### src/rtl/minimig_control_pkg.sv
// Shared definitions for the Minimig control-board bus master:
// op codes, FSM state encoding and fixed response bytes.
package minimig_control_pkg;

   typedef enum logic [1:0] {
      OP_NOP = 2'b00,
      OP_WRW = 2'b01,
      OP_WRL = 2'b10,
      OP_RD  = 2'b11
   } op_t;

   typedef enum logic [3:0] {
      S_IDLE,
      S_ADDR,
      S_DHI,
      S_DLO,
      S_STROBE,
      S_CAPTURE,
      S_RSP_HI,
      S_RSP_LO,
      S_RSP_ERR
   } state_t;

   localparam logic [7:0] ACK = 8'h00;
   localparam logic [7:0] ERR = 8'hEE;

endpackage

### src/rtl/minimig_control_master.sv
// Byte-stream command parser that issues single-cycle register bus accesses
// to the control-board slave and streams back an ack, read data or an error.
module minimig_control_master
   import minimig_control_pkg::*;
(
   input  logic        clk,
   input  logic        rst,
   input  logic [7:0]  cmd_data,
   input  logic        cmd_valid,
   output logic        cmd_ready,
   output logic [7:0]  rsp_data,
   output logic        rsp_valid,
   input  logic        rsp_ready,
   output logic [14:0] bus_addr,
   output logic [15:0] bus_wdata,
   input  logic [15:0] bus_rdata,
   output logic        bus_sel,
   output logic        bus_rd,
   output logic        bus_hwr,
   output logic        bus_lwr,
   output logic        busy
);

   state_t      state;
   state_t      state_nxt;
   op_t         op;
   logic [7:0]  addr_idx;
   logic [15:0] wdata;
   logic [15:0] rd_reg;
   logic        cmd_hs;
   logic        rsp_hs;

   assign cmd_hs = cmd_valid && cmd_ready;
   assign rsp_hs = rsp_valid && rsp_ready;

   always_ff @(posedge clk) begin
      if (rst) state <= S_IDLE;
      else     state <= state_nxt;
   end

   // Frame fields and read data are captured only on their own handshake/state
   always_ff @(posedge clk) begin
      if (rst) begin
         op       <= OP_NOP;
         addr_idx <= 8'h00;
         wdata    <= 16'h0000;
         rd_reg   <= 16'h0000;
      end else begin
         if (state == S_IDLE && cmd_hs && cmd_data[7:2] == 6'd0)
            op <= op_t'(cmd_data[1:0]);
         if (state == S_ADDR && cmd_hs) addr_idx     <= cmd_data;
         if (state == S_DHI  && cmd_hs) wdata[15:8]  <= cmd_data;
         if (state == S_DLO  && cmd_hs) wdata[7:0]   <= cmd_data;
         if (state == S_CAPTURE)        rd_reg       <= bus_rdata;
      end
   end

   always_comb begin
      state_nxt = state;
      case (state)
         S_IDLE:
            if (cmd_hs) begin
               if (cmd_data[7:2] != 6'd0)          state_nxt = S_RSP_ERR;
               else if (cmd_data[1:0] == OP_NOP)   state_nxt = S_IDLE;
               else                                state_nxt = S_ADDR;
            end
         S_ADDR:    if (cmd_hs) state_nxt = (op == OP_RD) ? S_STROBE : S_DHI;
         S_DHI:     if (cmd_hs) state_nxt = S_DLO;
         S_DLO:     if (cmd_hs) state_nxt = S_STROBE;
         S_STROBE:  state_nxt = (op == OP_RD) ? S_CAPTURE : S_RSP_LO;
         S_CAPTURE: state_nxt = S_RSP_HI;
         S_RSP_HI:  if (rsp_hs) state_nxt = S_RSP_LO;
         S_RSP_LO:  if (rsp_hs) state_nxt = S_IDLE;
         S_RSP_ERR: if (rsp_hs) state_nxt = S_IDLE;
         default:   state_nxt = S_IDLE;
      endcase
   end

   always_comb begin
      cmd_ready = 1'b0;
      rsp_valid = 1'b0;
      rsp_data  = 8'h00;
      bus_sel   = 1'b0;
      bus_rd    = 1'b0;
      bus_hwr   = 1'b0;
      bus_lwr   = 1'b0;
      busy      = (state != S_IDLE);
      case (state)
         S_IDLE, S_ADDR, S_DHI, S_DLO: cmd_ready = 1'b1;
         S_STROBE: begin
            bus_sel = 1'b1;
            bus_rd  = (op == OP_RD);
            bus_hwr = (op == OP_WRW);
            bus_lwr = (op == OP_WRW) || (op == OP_WRL);
         end
         S_RSP_HI: begin
            rsp_valid = 1'b1;
            rsp_data  = rd_reg[15:8];
         end
         S_RSP_LO: begin
            rsp_valid = 1'b1;
            rsp_data  = (op == OP_RD) ? rd_reg[7:0] : ACK;
         end
         S_RSP_ERR: begin
            rsp_valid = 1'b1;
            rsp_data  = ERR;
         end
         default: ;
      endcase
   end

   assign bus_addr  = {7'b0000000, addr_idx};
   assign bus_wdata = wdata;

endmodule

### config.mk
export PLATFORM = sky130hd
export DESIGN_NAME = minimig_control_master
export DESIGN_NICKNAME = d
export VERILOG_FILES = /design/src/rtl/minimig_control_pkg.sv /design/src/rtl/minimig_control_master.sv
export SDC_FILE = /design/constraint.sdc
export NUM_CORES = 1
export LEC_CHECK = 0
export CORE_UTILIZATION = 34
export DETAILED_ROUTE_END_ITERATION = 8
export GPL_TIMING_DRIVEN = 0
export PLACE_DENSITY = 0.66
export REMOVE_ABC_BUFFERS = 1
export SLEW_MARGIN = 20
export SYNTH_ARGS = -nofsm -noshare
export SYNTH_HDL_FRONTEND = slang
export SYNTH_SLANG_ARGS = --single-unit
### constraint.sdc
create_clock -name clk -period 1.6 [get_ports clk]
set_input_delay 0.32 -clock clk [delete_from_list [all_inputs] [get_ports clk]]
set_output_delay 0.32 -clock clk [all_outputs]
set_load 0.1 [all_outputs]
==> results.py <==
metrics = {
    "status": {
        "outcome": "finished with violations",
        "violations": "setup timing",
    },
    "layout": {
        "diodes": 0,
        "n_fill_cell": 498,
        "area_growth_pct": 60.0,
        "final_area_um2": 3250,
        "final_cells": 379,
        "drive_above_1_share_pct": 29.3,
        "finalNetCount": 337,
    },
    "logic_synthesis": {
        "ys_warn_count": 0,
        "synthTopCellsByArea": "dfxtp_1, mux2i_1, nand2_1",
        "synth_seq_cells": 46,
        "ys_seq_area_share_pct": 45.3,
        "synth_ff_type": "dfxtp_1",
        "synth_top_area_cell": "dfxtp_1",
        "synth-edff-count": 0,
        "synth_common_cells": "dfxtp_1, nand2_1, nor2_1, mux2i_1, a21oi_1",
        "avgSynthCellArea_um2": 8.79,
        "mappedNetlistArea_um2": 2030,
        "synth-async-reset-ratio_pct": 0,
        "synth_most_common_cell": "dfxtp_1",
        "synth_cells": 231,
        "synth_top_area_share_pct": 45.3,
        "post_synth_num_cell_types": 32,
    },
    "job": {
        "drv_cap": 0,
    },
    "place": {
        "dpl.hpwl_mm": 3.36,
        "post_dp_cell_area_um2": 2720,
        "placed_cells": 355,
        "dp_slack_ps": -1700,
        "portBuffers": 66,
        "gp_congestion": 0.751,
    },
    "routing": {
        "vias": 1871,
        "drt-total-wl_mm": 5.30,
        "route.detailed.drc": 0,
        "vias_per_cell": 4.94,
        "drtAntennaViolNets": 0,
        "dr.pass1.iters": 4,
        "wire_per_inst_um": 14.0,
        "dr.first_iter.drc_count": 111,
    },
    "global_route": {
        "top_usage_layer": "met2",
        "met2_usage_pct": 27.8,
        "grt_pass1_vias": 1793,
        "grt_overflow": 0,
        "gr-usage-met1_pct": 22.3,
        "grt_pass1_wl_mm": 8.41,
        "grt_max_degree": 30,
        "met3_usage_pct": 4.48,
        "antenna_found_initial": 0,
        "grt_use_total_pct": 17.4,
    },
    "sta": {
        "fin_crit_ps": 1930,
        "worst_pin_slew_ps": 618,
        "fin_crit_sh_pct": 120,
        "rsz0062_at_grt": "true",
        "tns_ps": -4710,
        "finalHoldViolations": 0,
        "setup_viol": 20,
        "clock_skew_ps": 4.20,
        "worst_slack_ps": -327,
        "fmax_mhz": 519,
        "max_slew_margin_pct": 58.7,
        "slew_violations": 0,
    },
    "power_and_ir_drop": {
        "p_leak_uw": 0.00126,
        "ir_drop_mv": 0.456,
        "p_per_area_nw_per_um2": 811,
    },
    "worst_setup_path": {
        "cp_data_arrival_time_ps": 1610,
        "end_kind": "primary output",
        "worstPathMaxFanout": 16,
        "slowest_stage": "dfxtp_4",
        "startpoint_type": "register",
        "cp.required_ps": 1280,
        "slowest_delay_ps": 500,
        "crit_type": "reg -> out",
        "crit_chain": "nand2_2 > nor2_4 > a221o_1 > buf_12",
    },
    "clock_tree": {
        "clk_latency_ps": 300,
        "clockRootBuffer": "clkbuf_8",
        "hold_buffers": 0,
        "cts_tree": "yes",
        "cts_max_path_buffers": 2,
        "numCtsBuffers": 5,
        "clk_pin_slew_worst_paths_ps": 80,
        "cts_sinks": 46,
        "htreeDepth": 2,
    },
    "floorplanning": {
        "pin_count": 74,
        "rows": 27,
        "start_util_pct": 36.0,
        "die_w_um": 79.3,
        "dieHeight_um": 79.3,
        "core_region_area_um2": 5640,
        "dieArea_um2": 6290,
    },
    "hold_path": {
        "hold_class": "in -> reg",
    },
}
## metrics by stage
| step | hold slack [ps] | total power (uW) | util, % |
|---|---|---|---|
| global route | 424 | 2740 | 57.6 |
| global placement | 442 | 1690 | 47.5 |
| floorplan | 389 | 1530 | - |
| detailed placement | 448 | 1700 | 48.1 |
| finish | 418 | 2630 | 57.6 |
| CTS | 414 | 2650 | 56.7 |
## repair_timing
action                     in CTS  in global routing
pin swaps                      11                  8
setup endpoints to repair      83                 50
setup buffers                  13                  4
resized for setup             234                  4
## cells by family after synthesis
logic type / count (synthesis) / synth area share [%]
AO/OA/AOI/OAI: 32 / 10.6
XOR/XNOR: 1 / 0.431
adder cells (fa/ha/maj): 2 / 1.23
buffers and inverters: 25 / 6.65
flip-flops: 46 / 45.3
multiplexers: 27 / 13.3
other: 1 / 0.185
AND/OR/NAND/NOR: 97 / 22.2
## area by class of cell
cell class	count	area, um^2	area share [%]
sequential	46	941	29.0
inverter	3	11.3	0.347
multi-input combinational	166	1110	34.1
timing repair buffer	85	985	30.3
tap	72	90.1	2.77
clock buffer	6	82.6	2.54
clock inverter	1	30.0	0.924
## worst max-delay path, delay by kind of cell (launching register included)
family | cells | cell delay, ps
AO/OA/AOI/OAI | 1 | 260
buffers and inverters | 1 | 190
flip-flops | 1 | 500
AND/OR/NAND/NOR | 2 | 350
## path summary, 6_finish.rpt
check,to,start,slack (ps),cells after the start
max,rsp_data[2],state[0],-330,4
max reg2reg,bus_wdata[6],state[1],-220,7
min reg2reg,rd_reg[8],rd_reg[8],460,2
min,bus_wdata[8],rst,420,2
## cell usage in the layout, fill, tap and decap left out, types with 2 or more instances in the layout
cell type / n
dfxtp_1: 40
clkdlybuf4s50_1: 25
nand3_1: 2
buf_6: 4
clkbuf_8: 6
nor2_1: 33
nand4_1: 2
a21oi_1: 17
o21ai_0: 2
clkdlybuf4s15_2: 24
buf_12: 13
a221o_1: 6
nor2_4: 4
nand2_1: 37
buf_4: 15
inv_1: 3
and2_4: 2
conb_1: 7
nor3_1: 2
mux2i_1: 27
a22o_1: 3
buf_2: 2
and3_1: 2
dfxtp_4: 5
nor4_4: 2
## report_power, final
group / internal [uW] / total, uW / switching, uW
registers: 1140 / 1150 / 8.24
logic: 209 / 611 / 401
clock network: 500 / 873 / 373
## routing by layer
metal	up-vias	share of wire, %
met1	872	45
met3	9	4.9
li1	927	-
met5	-	0
met2	63	48
met4	0	1.6
Note: power is estimated with default switching activity, not from simulation.
==> variant: new RTL, same flow settings <==
Re-encode `state_t` (9 states) as one-hot, 9 bits wide.
--- a/src/rtl/minimig_control_pkg.sv
+++ b/src/rtl/minimig_control_pkg.sv
@@ -10,14 +10,14 @@
    } op_t;
 
-   typedef enum logic [3:0] {
-      S_IDLE,
-      S_ADDR,
-      S_DHI,
-      S_DLO,
-      S_STROBE,
-      S_CAPTURE,
-      S_RSP_HI,
-      S_RSP_LO,
-      S_RSP_ERR
+   typedef enum logic [8:0] {
+      S_IDLE    = 9'b000000001,
+      S_ADDR    = 9'b000000010,
+      S_DHI     = 9'b000000100,
+      S_DLO     = 9'b000001000,
+      S_STROBE  = 9'b000010000,
+      S_CAPTURE = 9'b000100000,
+      S_RSP_HI  = 9'b001000000,
+      S_RSP_LO  = 9'b010000000,
+      S_RSP_ERR = 9'b100000000
    } state_t;
 
Function: no difference found for any inputs over 10 cycles, from zero or initial values and one cycle with rst high; not proved beyond that.
==> variant against the original RTL <==
- the flow still finishes with violations (negative setup slack)
- wire length is 64% higher
- synthesized area is 22% higher
- design area is 36% higher
- setup slack worse by 240 ps
- global-route usage is 3.4 points higher
- register-to-register slack worse by 320 ps
- sequential share of layout area is 5.0 points lower
- sequential cell count is 5 higher
- critical path type unchanged
- largest cell class unchanged
Power is not compared: it rests on default switching activity, and its combinational part moved more than twofold at a synthesized area within 25%.
==> variant: results (changes against the original RTL) <==
* Largest net degree at the start of global routing at 34 (was 30)
* Slowest-stage cell, CP: dfxtp_4 (unchanged)
* Register area share after synthesis at 0.414 (was 0.453)
* Filler Cell Count at 517 (was 498)
* Sw frac at 0.377
* Slowest cell delay on critical path at 380 ps (was 500 ps)
* Most common flop cell mapped by yosys: dfxtp_1 (unchanged)
* Largest fanout on the critical path at 5 (was 16)
* Failing checks: negative setup slack (unchanged)
* First-pass GRT wire length at 12.1 mm (was 8.41 mm)
* PnR worst setup slack at -567 ps (was -327 ps)
* Clock Skew at 20.1 ps (was 4.20 ps)
* Vias in the first global route at 2389 (was 1793)
* Syn avg cell area at 9.49 µm² (was 8.79 µm²)
* GR Util All Layers at 0.208 (was 0.174)
* Arrival time of the worst setup path at 1850 ps (was 1610 ps)
* Beginning of the worst hold path: rst (unchanged)
* Setup WS pre-CTS at -1790 ps (was -1700 ps)
* Hold Path Depth at 2 (unchanged)
* WHS Endpoint: bus_wdata[0]$_SDFFE_PP0P_ (was bus_wdata[8]$_SDFFE_PP0P_)
* DP HPWL at 4.18 mm (was 3.36 mm)
* WHS at 420 ps (was 418 ps)
* Clk_lat worst skew at 310 ps
* Synth top cells by count: dfxtp_1, nor2_1, mux2i_1, nand2_1, buf_4 (was dfxtp_1, nand2_1, nor2_1, mux2i_1, a21oi_1)
* Clock transition at path regs at 110 ps (was 80 ps)
* CTS Root Cell: clkbuf_8 (unchanged)
* Vias at 2441 (was 1871)
* WL/cell at 18.1 µm (was 14.0 µm)
* Worst hold path type: in -> reg (unchanged)
* Htree depth at 2 (unchanged)
* GP Congestion at 0.797 (was 0.751)
* Antenna diode count at 0 (unchanged)
* DR vias/cell at 5.07 (was 4.94)
* Synth cell types at 44 (was 32)
* Slew headroom at 0.572 (was 0.587)
* Setup Viol. Count Final at 65 (was 20)
* Flop2flop setup slack at -540 ps (was -220 ps)
* Top post-synthesis cells by area: dfxtp_1, mux2i_1, nor2_1, buf_4, nand2_1 (was dfxtp_1, mux2i_1, nand2_1, nor2_1, a21oi_1)
* Crit path launch: state[3]$_SDFFE_PP0P_ (was state[0]$_SDFFE_PP0P_)
* Initial antenna violation count at 0 (unchanged)
* Reg2reg end: state[1]$_SDFFE_PP0P_ (was bus_wdata[6]$_SDFFE_PP0P_)
* Inserted Clock Buffers at 5 (unchanged)
* Nets at 414 (was 337)
* Status: finished with violations (unchanged)
* Share of cells above drive strength 1 at 0.486 (was 0.293)
* R2R depth at 7 (unchanged)
* First DRT Iteration DRCs at 130 (was 111)
-- variant: cell types whose count changed in the layout (fill, tap and decap cells not counted), sizes merged, moves of 4 or more --
cell / before / now
a21oi: 17 / 9
a221o: 6 / 0
a22oi: 0 / 6
buf: 35 / 82
dfxtp: 46 / 51
mux2i: 27 / 41
nand2: 39 / 16
nor2: 37 / 53
or4b: 0 / 4
-- variant: logic make-up after synthesis --
logic type / synth area share
DFF: 0.414
adders and majority gates: 0.0101
muxes: 0.166
buffers and inverters: 0.0669
AOI/OAI and AO/OA: 0.0862
and+or+nand+nor: 0.245
other: 0.00152
xor gates and xnor gates: 0.0106
-- variant: through the flow --
stage	TNS, ps	cell area (µm²)
after global routing	-26100	4420
final	-22050	4420
after global placement	-75850	3120
after CTS	-16330	4070
after detailed placement	-50960	3150
after floorplan	-27590	2340
-- variant: repair_timing --
| action | CTS | global route |
|---|---|---|
| endpoints found under the hold margin | 0 | 0 |
| setup buffers | 47 | 21 |
| gates cloned | 1 | 2 |
| gates resized for setup | 274 | 49 |
| endpoints found under the setup margin | 89 | 65 |
| pin swaps | 31 | 34 |
-- variant: worst max-delay path by stage --
stage | cells past startpoint | slack (ps) | to
2_1_floorplan | 4 | -1190 | bus_rd
3_3_place_gp | 6 | -1770 | rsp_data[1]
3_5_place_dp | 6 | -1790 | rsp_data[2]
4_1_cts | 6 | -560 | rsp_data[4]
5_1_grt | 7 | -620 | bus_rd
6_report | 7 | -570 | bus_hwr
-- variant: final cells by class --
| type | count | area [µm²] | area share |
|---|---|---|---|
| Inverter | 3 | 11.3 | 0.00255 |
| Multi-Input combinational cell | 190 | 1660 | 0.375 |
| Timing Repair Buffer | 133 | 1460 | 0.330 |
| Tap cell | 96 | 120 | 0.0272 |
| Clock buffer | 5 | 68.8 | 0.0156 |
| Sequential cell | 51 | 1060 | 0.240 |
| Clock inverter | 3 | 46.3 | 0.0105 |
-- variant: power groups by stage --
| stage | sequential, µW | clock, µW | combinational (µW) |
|---|---|---|---|
| floorplan | 1370 | 0 | 772 |
| global placement | 1370 | 0 | 1040 |
| detailed placement | 1370 | 0 | 1050 |
| CTS | 1340 | 956 | 1580 |
| global route | 1340 | 993 | 1960 |
| finish | 1340 | 942 | 1910 |
-- variant: layer usage --
layer | GRT usage | share of wire | up-vias
met3 | 0.0322 | 0.048 | 32
met4 | 0.0849 | 0.040 | 0
met2 | 0.358 | 0.49 | 80
met1 | 0.259 | 0.42 | 1188
met5 | 0 | 0 | -
li1 | - | - | 1141
-- variant: worst max-delay path: cells and delay by family (launching register included) --
family / cells / cell delay (ps)
buf+inv: 4 / 570
flops: 1 / 380
simple gates: 3 / 580
